==> src/rtl/mem_port_arbiter_if.sv <==
// Bus bundle for mem_port_arbiter: fetch port, data port and the shared memory port.
// Requests are level-held until their one-cycle ACK; a memory access ends on the edge with M_RDY=1.
interface mem_port_arbiter_if;
    logic        I_REQ;
    logic [31:0] I_ADDR;
    logic [31:0] I_RDATA;
    logic        I_ACK;
    logic        D_RD;
    logic        D_WR;
    logic [31:0] D_ADDR;
    logic [31:0] D_WDATA;
    logic [2:0]  D_LEN;
    logic [31:0] D_RDATA;
    logic        D_ACK;
    logic [31:0] M_ADDR;
    logic [31:0] M_WDATA;
    logic [3:0]  M_BE;
    logic        M_CS;
    logic        M_WE;
    logic [31:0] M_RDATA;
    logic        M_RDY;
    logic        HLT;
    logic        BERR;

    modport slave (
        input  I_REQ, I_ADDR, D_RD, D_WR, D_ADDR, D_WDATA, D_LEN, M_RDATA, M_RDY,
        output I_RDATA, I_ACK, D_RDATA, D_ACK, M_ADDR, M_WDATA, M_BE, M_CS, M_WE, HLT, BERR
    );

    modport master (
        output I_REQ, I_ADDR, D_RD, D_WR, D_ADDR, D_WDATA, D_LEN, M_RDATA, M_RDY,
        input  I_RDATA, I_ACK, D_RDATA, D_ACK, M_ADDR, M_WDATA, M_BE, M_CS, M_WE, HLT, BERR
    );
endinterface

==> src/rtl/mem_port_arbiter.sv <==
// Round-robin arbiter sharing one memory port between instruction fetch and data access,
// with byte-lane steering, access timeout and bus-error reporting.
module mem_port_arbiter #(
    parameter int TIMEOUT = 15
) (
    input  logic              CLK,
    input  logic              RES,
    mem_port_arbiter_if.slave bus,
    output logic [1:0]        o_dbg_state
);
    localparam logic [1:0] S_IDLE   = 2'd0;
    localparam logic [1:0] S_ACCESS = 2'd1;
    localparam logic [1:0] S_RESP   = 2'd2;
    localparam int CW = $clog2(TIMEOUT + 1);

    logic [1:0]    r_state;
    logic          r_gnt_d;
    logic          r_last_d;
    logic          r_we;
    logic          r_berr;
    logic [31:0]   r_addr;
    logic [31:0]   r_wdata;
    logic [31:0]   r_cap;
    logic [2:0]    r_len;
    logic [CW-1:0] r_cnt;

    logic w_i_req;
    logic w_d_req;
    logic w_pick_d;
    logic w_d_err;
    logic w_access;
    logic w_resp;
    logic w_i_ack;
    logic w_d_ack;

    assign w_i_req  = bus.I_REQ;
    assign w_d_req  = bus.D_RD | bus.D_WR;
    // On a tie the side that was not granted last wins; a lone requester always wins.
    assign w_pick_d = w_d_req & (~w_i_req | ~r_last_d);

    always_comb begin
        w_d_err = bus.D_RD & bus.D_WR;
        case (bus.D_LEN)
            3'd1:    ;
            3'd2:    if (bus.D_ADDR[0]) w_d_err = 1'b1;
            3'd4:    if (bus.D_ADDR[1:0] != 2'b00) w_d_err = 1'b1;
            default: w_d_err = 1'b1;
        endcase
    end

    always_ff @(posedge CLK or negedge RES) begin
        if (!RES) begin
            r_state  <= S_IDLE;
            r_gnt_d  <= 1'b0;
            r_last_d <= 1'b0;
            r_we     <= 1'b0;
            r_berr   <= 1'b0;
            r_addr   <= '0;
            r_wdata  <= '0;
            r_cap    <= '0;
            r_len    <= '0;
            r_cnt    <= '0;
        end else begin
            case (r_state)
                S_IDLE: begin
                    if (w_i_req | w_d_req) begin
                        r_gnt_d  <= w_pick_d;
                        r_last_d <= w_pick_d;
                        r_cnt    <= '0;
                        if (w_pick_d) begin
                            r_addr  <= bus.D_ADDR;
                            r_wdata <= bus.D_WDATA;
                            r_len   <= bus.D_LEN;
                            r_we    <= bus.D_WR & ~bus.D_RD;
                            // Malformed data requests never touch memory.
                            if (w_d_err) begin
                                r_state <= S_RESP;
                                r_berr  <= 1'b1;
                                r_cap   <= '0;
                            end else begin
                                r_state <= S_ACCESS;
                            end
                        end else begin
                            r_addr  <= bus.I_ADDR;
                            r_len   <= 3'd4;
                            r_we    <= 1'b0;
                            r_state <= S_ACCESS;
                        end
                    end
                end
                S_ACCESS: begin
                    if (bus.M_RDY) begin
                        r_cap   <= bus.M_RDATA;
                        r_state <= S_RESP;
                    end else if (r_cnt == CW'(TIMEOUT - 1)) begin
                        r_cap   <= '0;
                        r_berr  <= 1'b1;
                        r_state <= S_RESP;
                    end else begin
                        r_cnt <= r_cnt + 1'b1;
                    end
                end
                S_RESP: begin
                    r_berr  <= 1'b0;
                    r_state <= S_IDLE;
                end
                default: r_state <= S_IDLE;
            endcase
        end
    end

    assign w_access = (r_state == S_ACCESS);
    assign w_resp   = (r_state == S_RESP);
    assign w_i_ack  = w_resp & ~r_gnt_d;
    assign w_d_ack  = w_resp & r_gnt_d;

    always_comb begin
        bus.M_BE    = 4'b0000;
        bus.M_WDATA = '0;
        if (w_access) begin
            case (r_len)
                3'd1:    bus.M_WDATA = {4{r_wdata[7:0]}};
                3'd2:    bus.M_WDATA = {2{r_wdata[15:0]}};
                default: bus.M_WDATA = r_wdata;
            endcase
            if (!r_we) begin
                bus.M_BE = 4'b1111;
            end else begin
                case (r_len)
                    3'd1:    bus.M_BE = 4'b0001 << r_addr[1:0];
                    3'd2:    bus.M_BE = 4'b0011 << {r_addr[1], 1'b0};
                    default: bus.M_BE = 4'b1111;
                endcase
            end
        end
    end

    assign bus.M_CS    = w_access;
    assign bus.M_WE    = w_access & r_we;
    assign bus.M_ADDR  = w_access ? {r_addr[31:2], 2'b00} : 32'h0;
    assign bus.I_ACK   = w_i_ack;
    assign bus.D_ACK   = w_d_ack;
    assign bus.BERR    = w_resp & r_berr;
    assign bus.I_RDATA = r_cap;
    assign bus.D_RDATA = r_cap >> {r_addr[1:0], 3'b000};
    assign bus.HLT     = (w_i_req & ~w_i_ack) | (w_d_req & ~w_d_ack);
    assign o_dbg_state = r_state;
endmodule

==> src/flat_wrapper.sv <==
// flat-port wrapper written by rule: the top's interface ports become plain ports
module mem_port_arbiter_flat 
#(
    parameter int TIMEOUT = 15
)
  (CLK, RES, o_dbg_state, bus_I_REQ, bus_I_ADDR, bus_D_RD, bus_D_WR, bus_D_ADDR, bus_D_WDATA, bus_D_LEN, bus_M_RDATA, bus_M_RDY, bus_I_RDATA, bus_I_ACK, bus_D_RDATA, bus_D_ACK, bus_M_ADDR, bus_M_WDATA, bus_M_BE, bus_M_CS, bus_M_WE, bus_HLT, bus_BERR);
  mem_port_arbiter_if bus_i ();
  input  logic CLK;
  input  logic RES;
  output logic [1:0] o_dbg_state;
  input wire logic [$bits(bus_i.I_REQ)-1:0] bus_I_REQ;
  input wire logic [$bits(bus_i.I_ADDR)-1:0] bus_I_ADDR;
  input wire logic [$bits(bus_i.D_RD)-1:0] bus_D_RD;
  input wire logic [$bits(bus_i.D_WR)-1:0] bus_D_WR;
  input wire logic [$bits(bus_i.D_ADDR)-1:0] bus_D_ADDR;
  input wire logic [$bits(bus_i.D_WDATA)-1:0] bus_D_WDATA;
  input wire logic [$bits(bus_i.D_LEN)-1:0] bus_D_LEN;
  input wire logic [$bits(bus_i.M_RDATA)-1:0] bus_M_RDATA;
  input wire logic [$bits(bus_i.M_RDY)-1:0] bus_M_RDY;
  output wire logic [$bits(bus_i.I_RDATA)-1:0] bus_I_RDATA;
  output wire logic [$bits(bus_i.I_ACK)-1:0] bus_I_ACK;
  output wire logic [$bits(bus_i.D_RDATA)-1:0] bus_D_RDATA;
  output wire logic [$bits(bus_i.D_ACK)-1:0] bus_D_ACK;
  output wire logic [$bits(bus_i.M_ADDR)-1:0] bus_M_ADDR;
  output wire logic [$bits(bus_i.M_WDATA)-1:0] bus_M_WDATA;
  output wire logic [$bits(bus_i.M_BE)-1:0] bus_M_BE;
  output wire logic [$bits(bus_i.M_CS)-1:0] bus_M_CS;
  output wire logic [$bits(bus_i.M_WE)-1:0] bus_M_WE;
  output wire logic [$bits(bus_i.HLT)-1:0] bus_HLT;
  output wire logic [$bits(bus_i.BERR)-1:0] bus_BERR;
  assign bus_i.I_REQ = bus_I_REQ;
  assign bus_i.I_ADDR = bus_I_ADDR;
  assign bus_i.D_RD = bus_D_RD;
  assign bus_i.D_WR = bus_D_WR;
  assign bus_i.D_ADDR = bus_D_ADDR;
  assign bus_i.D_WDATA = bus_D_WDATA;
  assign bus_i.D_LEN = bus_D_LEN;
  assign bus_i.M_RDATA = bus_M_RDATA;
  assign bus_i.M_RDY = bus_M_RDY;
  assign bus_I_RDATA = bus_i.I_RDATA;
  assign bus_I_ACK = bus_i.I_ACK;
  assign bus_D_RDATA = bus_i.D_RDATA;
  assign bus_D_ACK = bus_i.D_ACK;
  assign bus_M_ADDR = bus_i.M_ADDR;
  assign bus_M_WDATA = bus_i.M_WDATA;
  assign bus_M_BE = bus_i.M_BE;
  assign bus_M_CS = bus_i.M_CS;
  assign bus_M_WE = bus_i.M_WE;
  assign bus_HLT = bus_i.HLT;
  assign bus_BERR = bus_i.BERR;
  mem_port_arbiter #(.TIMEOUT(TIMEOUT)) u_core (.CLK(CLK), .RES(RES), .bus(bus_i), .o_dbg_state(o_dbg_state));
endmodule
==> config.mk <==
export PLATFORM = sky130hd
export DESIGN_NAME = mem_port_arbiter_flat
export DESIGN_NICKNAME = d
export VERILOG_FILES = /design/src/rtl/mem_port_arbiter_if.sv /design/src/rtl/mem_port_arbiter.sv /design/src/flat_wrapper.sv
export SDC_FILE = /design/constraint.sdc
export NUM_CORES = 1
export LEC_CHECK = 0
export CORE_AREA = 5 5 136 190
export CTS_CLUSTER_DIAMETER = 200
export DETAILED_ROUTE_END_ITERATION = 16
export DIE_AREA = 0 0 141 195
export GPL_TIMING_DRIVEN = 1
export MAX_ROUTING_LAYER = met4
export PLACE_DENSITY_LB_ADDON = 0.08
export SLEW_MARGIN = 20
export SYNTH_ARGS = -nofsm -noshare
export SYNTH_HDL_FRONTEND = slang
export SYNTH_SLANG_ARGS = --single-unit
==> constraint.sdc <==
create_clock -name CLK -period 2 [get_ports CLK]
set_input_delay 0.3 -clock CLK [delete_from_list [all_inputs] [get_ports CLK]]
set_output_delay 0.3 -clock CLK [all_outputs]
set_load 0.01 [all_outputs]
==> results_dict.tcl <==
set metrics [dict create \
    status "finished, violations left" \
    violations "negative setup slack" \
    hold_class "input pin to async pin" \
    rrSetupSlack_ns 0.25 \
    port_buffers 274 \
    vias 5529 \
    fin_ws_ns -0.135 \
    drtIter0Drc 226 \
    period_minus_slack_ns 2.14 \
    initial_core_util_pct 24.7 \
    netlist_instances 578 \
    rows 67 \
    setup_viol 18 \
    seq_area_frac_synth_pct 45.9 \
    crit_fanout 6 \
    combPwrFrac_pct 57.4 \
    max_cap_violations 0 \
    layout.nets 1038 \
    wirelength_um 22200 \
    skew_ns 0.00824 \
    clkLatencyLatePin_ns 0.35 \
    grt_pass1_vias 6058 \
    slew_viol_final 0 \
    fp.dieW_um 141 \
    cts_buffers 9 \
    grt_antenna_before_repair 2 \
    p_leak_nw 4.69 \
    grt_util_all_layers_pct 16.0 \
    hold_viol 0 \
    ant_nets 0 \
    first_pass_iters 4 \
    worstPathArrival_ns 1.84 \
    fmax_mhz 468 \
    start_kind "register" \
    routedWlPerCell_um 18.2 \
    rsz0062_at_grt "yes" \
    synth.distinct_cells 47 \
    p_clk_share_pct 13.2 \
    p_sw_mw 5.80 \
    layout-drive-gt1-share_pct 28.0 \
    place_congestion 0.821 \
    worstSetupEndpointType "output pin" \
    htree_levels 3 \
    dp_hpwl_um 16300 \
    fillCellCount 2363 \
    grt_max_degree 62 \
    cts_tree "done" \
    worstPathRequired_ns 1.70 \
    gr-total-overflow 0 \
    synthesis.area_um2 5890 \
    cts_max_path_buffers 2 \
    die_h_um 195 \
    dieArea_um2 27500 \
    final_core_util_pct 41.3 \
    synth_seq_cells 108 \
    ir_drop_mv 0.470 \
    crit_type "register to output pin" \
    intPower_mw 8.68 \
    detail_route.vias_per_cell 4.55 \
    powerDensity_nw_per_um2 1470 \
    yosysWarnings 0 \
    pin_count 277 \
    drc 0 \
    netSwitchingFraction_pct 40.0 \
    tns_ns -1.52 \
    period_share_pct 107 \
    clock-sinks 108 \
    area_delta_synth_final_pct 67.0 \
    cts_root_buf "clkbuf_16" \
    clkSlewWorstSetupHoldPaths_ns 0.08 \
    core_area_um2 23800 \
    synth_area_per_cell_um2 10.2 \
    sequentialPowerShare_pct 29.4 \
    grt_pass1_wl_um 33900 \
]
[through the flow]
| stage | std cells | setup WS, ns | hold slack [ns] | cell area, um2 | total power [mW] |
|---|---|---|---|---|---|
| after floorplan | 579 | 0.290 | 0.00441 | 5890 | 8.14 |
| after global placement | 1165 | -0.129 | 0.191 | 9230 | 12.1 |
| after detailed placement | 1165 | -0.162 | 0.191 | 9230 | 12.2 |
| after CTS | 1199 | -0.250 | 0.343 | 9600 | 14.2 |
| after global routing | 1216 | -0.225 | 0.369 | 9830 | 15.5 |
| final | 1216 | -0.135 | 0.360 | 9830 | 14.5 |
[logic make-up after synthesis]
family / synth area share (%)
and+or+nand+nor: 16.7
AOI/OAI and AO/OA: 15.2
DFF: 45.9
muxes: 16.5
buffers and inverters: 5.01
adders and majority gates: 0.425
xor gates and xnor gates: 0.297
other: 0.0637
[worst max-delay path, cell delays in order, from the launching register on]
cell and delay [ns]:
dfrtp_1 0.42, nor3b_4 0.18, buf_4 0.14, nor2_4 0.13, buf_6 0.15, buf_6 0.09
nand2_2 0.03, a31oi_1 0.17, buf_2 0.16
[area by class of cell]
type / instances / area (um2) / share of cell area [%]
Antenna cell: 2 / 5.00 / 0.0509
Clock buffer: 9 / 225 / 2.29
Clock inverter: 7 / 81.3 / 0.827
Inverter: 6 / 22.5 / 0.229
Multi-Input combinational cell: 421 / 3130 / 31.8
Sequential cell: 108 / 2710 / 27.5
Tap cell: 310 / 388 / 3.94
Timing Repair Buffer: 353 / 3280 / 33.3
[worst paths after layout]
check / start / to / cells after the start
setup reg to reg: u_core.o_dbg_state[0] / u_core.bus.I_RDATA[21] / 7
min in group CLK: u_core.r_addr[24] / u_core.r_addr[24] / 2
hold / removal: RES / u_core.r_addr[13] / 2
hold reg to reg: u_core.r_addr[24] / u_core.r_addr[24] / 2
setup / recovery: u_core.r_len[1] / bus_M_WDATA[28] / 8
max in group asynchronous: RES / u_core.o_dbg_state[0] / 3
[power groups by stage]
| stage | sequential (mW) | clock, mW | combinational, mW |
|---|---|---|---|
| 6_report | 4.26 | 1.91 | 8.30 |
| 2_1_floorplan | 4.01 | 0 | 4.14 |
| 4_1_cts | 4.20 | 1.99 | 7.97 |
| 3_3_place_gp | 4.16 | 0 | 7.94 |
| 5_1_grt | 4.44 | 2.04 | 9.02 |
| 3_5_place_dp | 4.17 | 0 | 8.00 |
[cell usage in the layout (no fill, tap or decap), types with 3 or more instances in the layout]
cell             Yosys  layout
mux2_2               3       3
nor2b_1              9       7
buf_12               0      10
nand2_4              1       3
nand2_1            100      80
clkbuf_2             0      12
mux2i_1             50      47
dlygate4sd2_1        0      39
nand2_2              0      18
a21oi_1             25      14
dfrtp_1            108     103
a31oi_1             13      11
a22o_1              32      32
o21ai_0             12       9
nor2_1              19      17
buf_6               10      22
a211oi_1             8       5
a211oi_2             1       4
buf_4                3      45
inv_6                0       3
and2_1              50      50
a21oi_2              0      11
nor3b_4              2       3
buf_2               17      46
clkbuf_16            0      12
nand3_1              3       3
inv_1                5       5
clkdlybuf4s50_1      0     169
dfrtp_2              0       5
o21ai_1             36      38
mux2_4              29      29
[layer usage]
layer / vias to the layer above / global-route usage, % / wire [um]
li1: 2648 / - / -
met1: 2661 / 18.5 / 9070
met2: 194 / 27.3 / 11300
met3: 26 / 3.82 / 1310
met4: 0 / 4.99 / 465
met5: - / - / 0
[flip-flops by register name (all words and copies together), names as in the netlist]
register / cells
u_core.r_addr: 32
u_core.o_dbg_state: 2
u_core.r_gnt_d: 1
u_core.r_cnt: 4
u_core.bus.I_RDATA: 32
u_core.r_berr: 1
u_core.r_wdata: 32
u_core.r_we: 1
u_core.r_len: 3
[synth_stat cells, drive strengths merged]
cell | n | share of area (%)
a211oi | 9 | 1.2
a21oi | 25 | 2.1
a22o | 32 | 4.8
a2bb2oi | 1 | 0.25
a31oi | 13 | 1.4
and2 | 50 | 5.3
and3 | 1 | 0.11
buf | 32 | 3.9
clkbuf | 12 | 0.76
conb | 1 | 0.064
dfrtp | 108 | 46
ha | 2 | 0.42
inv | 6 | 0.38
mux2 | 32 | 8.0
mux2i | 50 | 8.5
nand2 | 101 | 6.6
nand2b | 2 | 0.21
nand3 | 3 | 0.25
nand3b | 2 | 0.25
nor2 | 19 | 1.2
nor2b | 9 | 0.96
nor3 | 3 | 0.53
nor3b | 3 | 0.85
nor4 | 1 | 0.11
o211ai | 1 | 0.36
o21a | 1 | 0.13
o21ai | 48 | 4.1
o21bai | 2 | 0.25
o22ai | 1 | 0.11
o31ai | 2 | 0.34
o41ai | 1 | 0.15
or2 | 2 | 0.21
or3 | 1 | 0.11
xor2 | 2 | 0.30
[what timing repair did]
action	4_1_cts	5_1_grt
setup buffers	15	14
resized for setup	302	69
pin swaps	27	14
setup endpoints to repair	103	54
hold buffers	1	0
cloned	2	3
hold endpoints to repair	15	0
(Power assumes the default switching activity.)
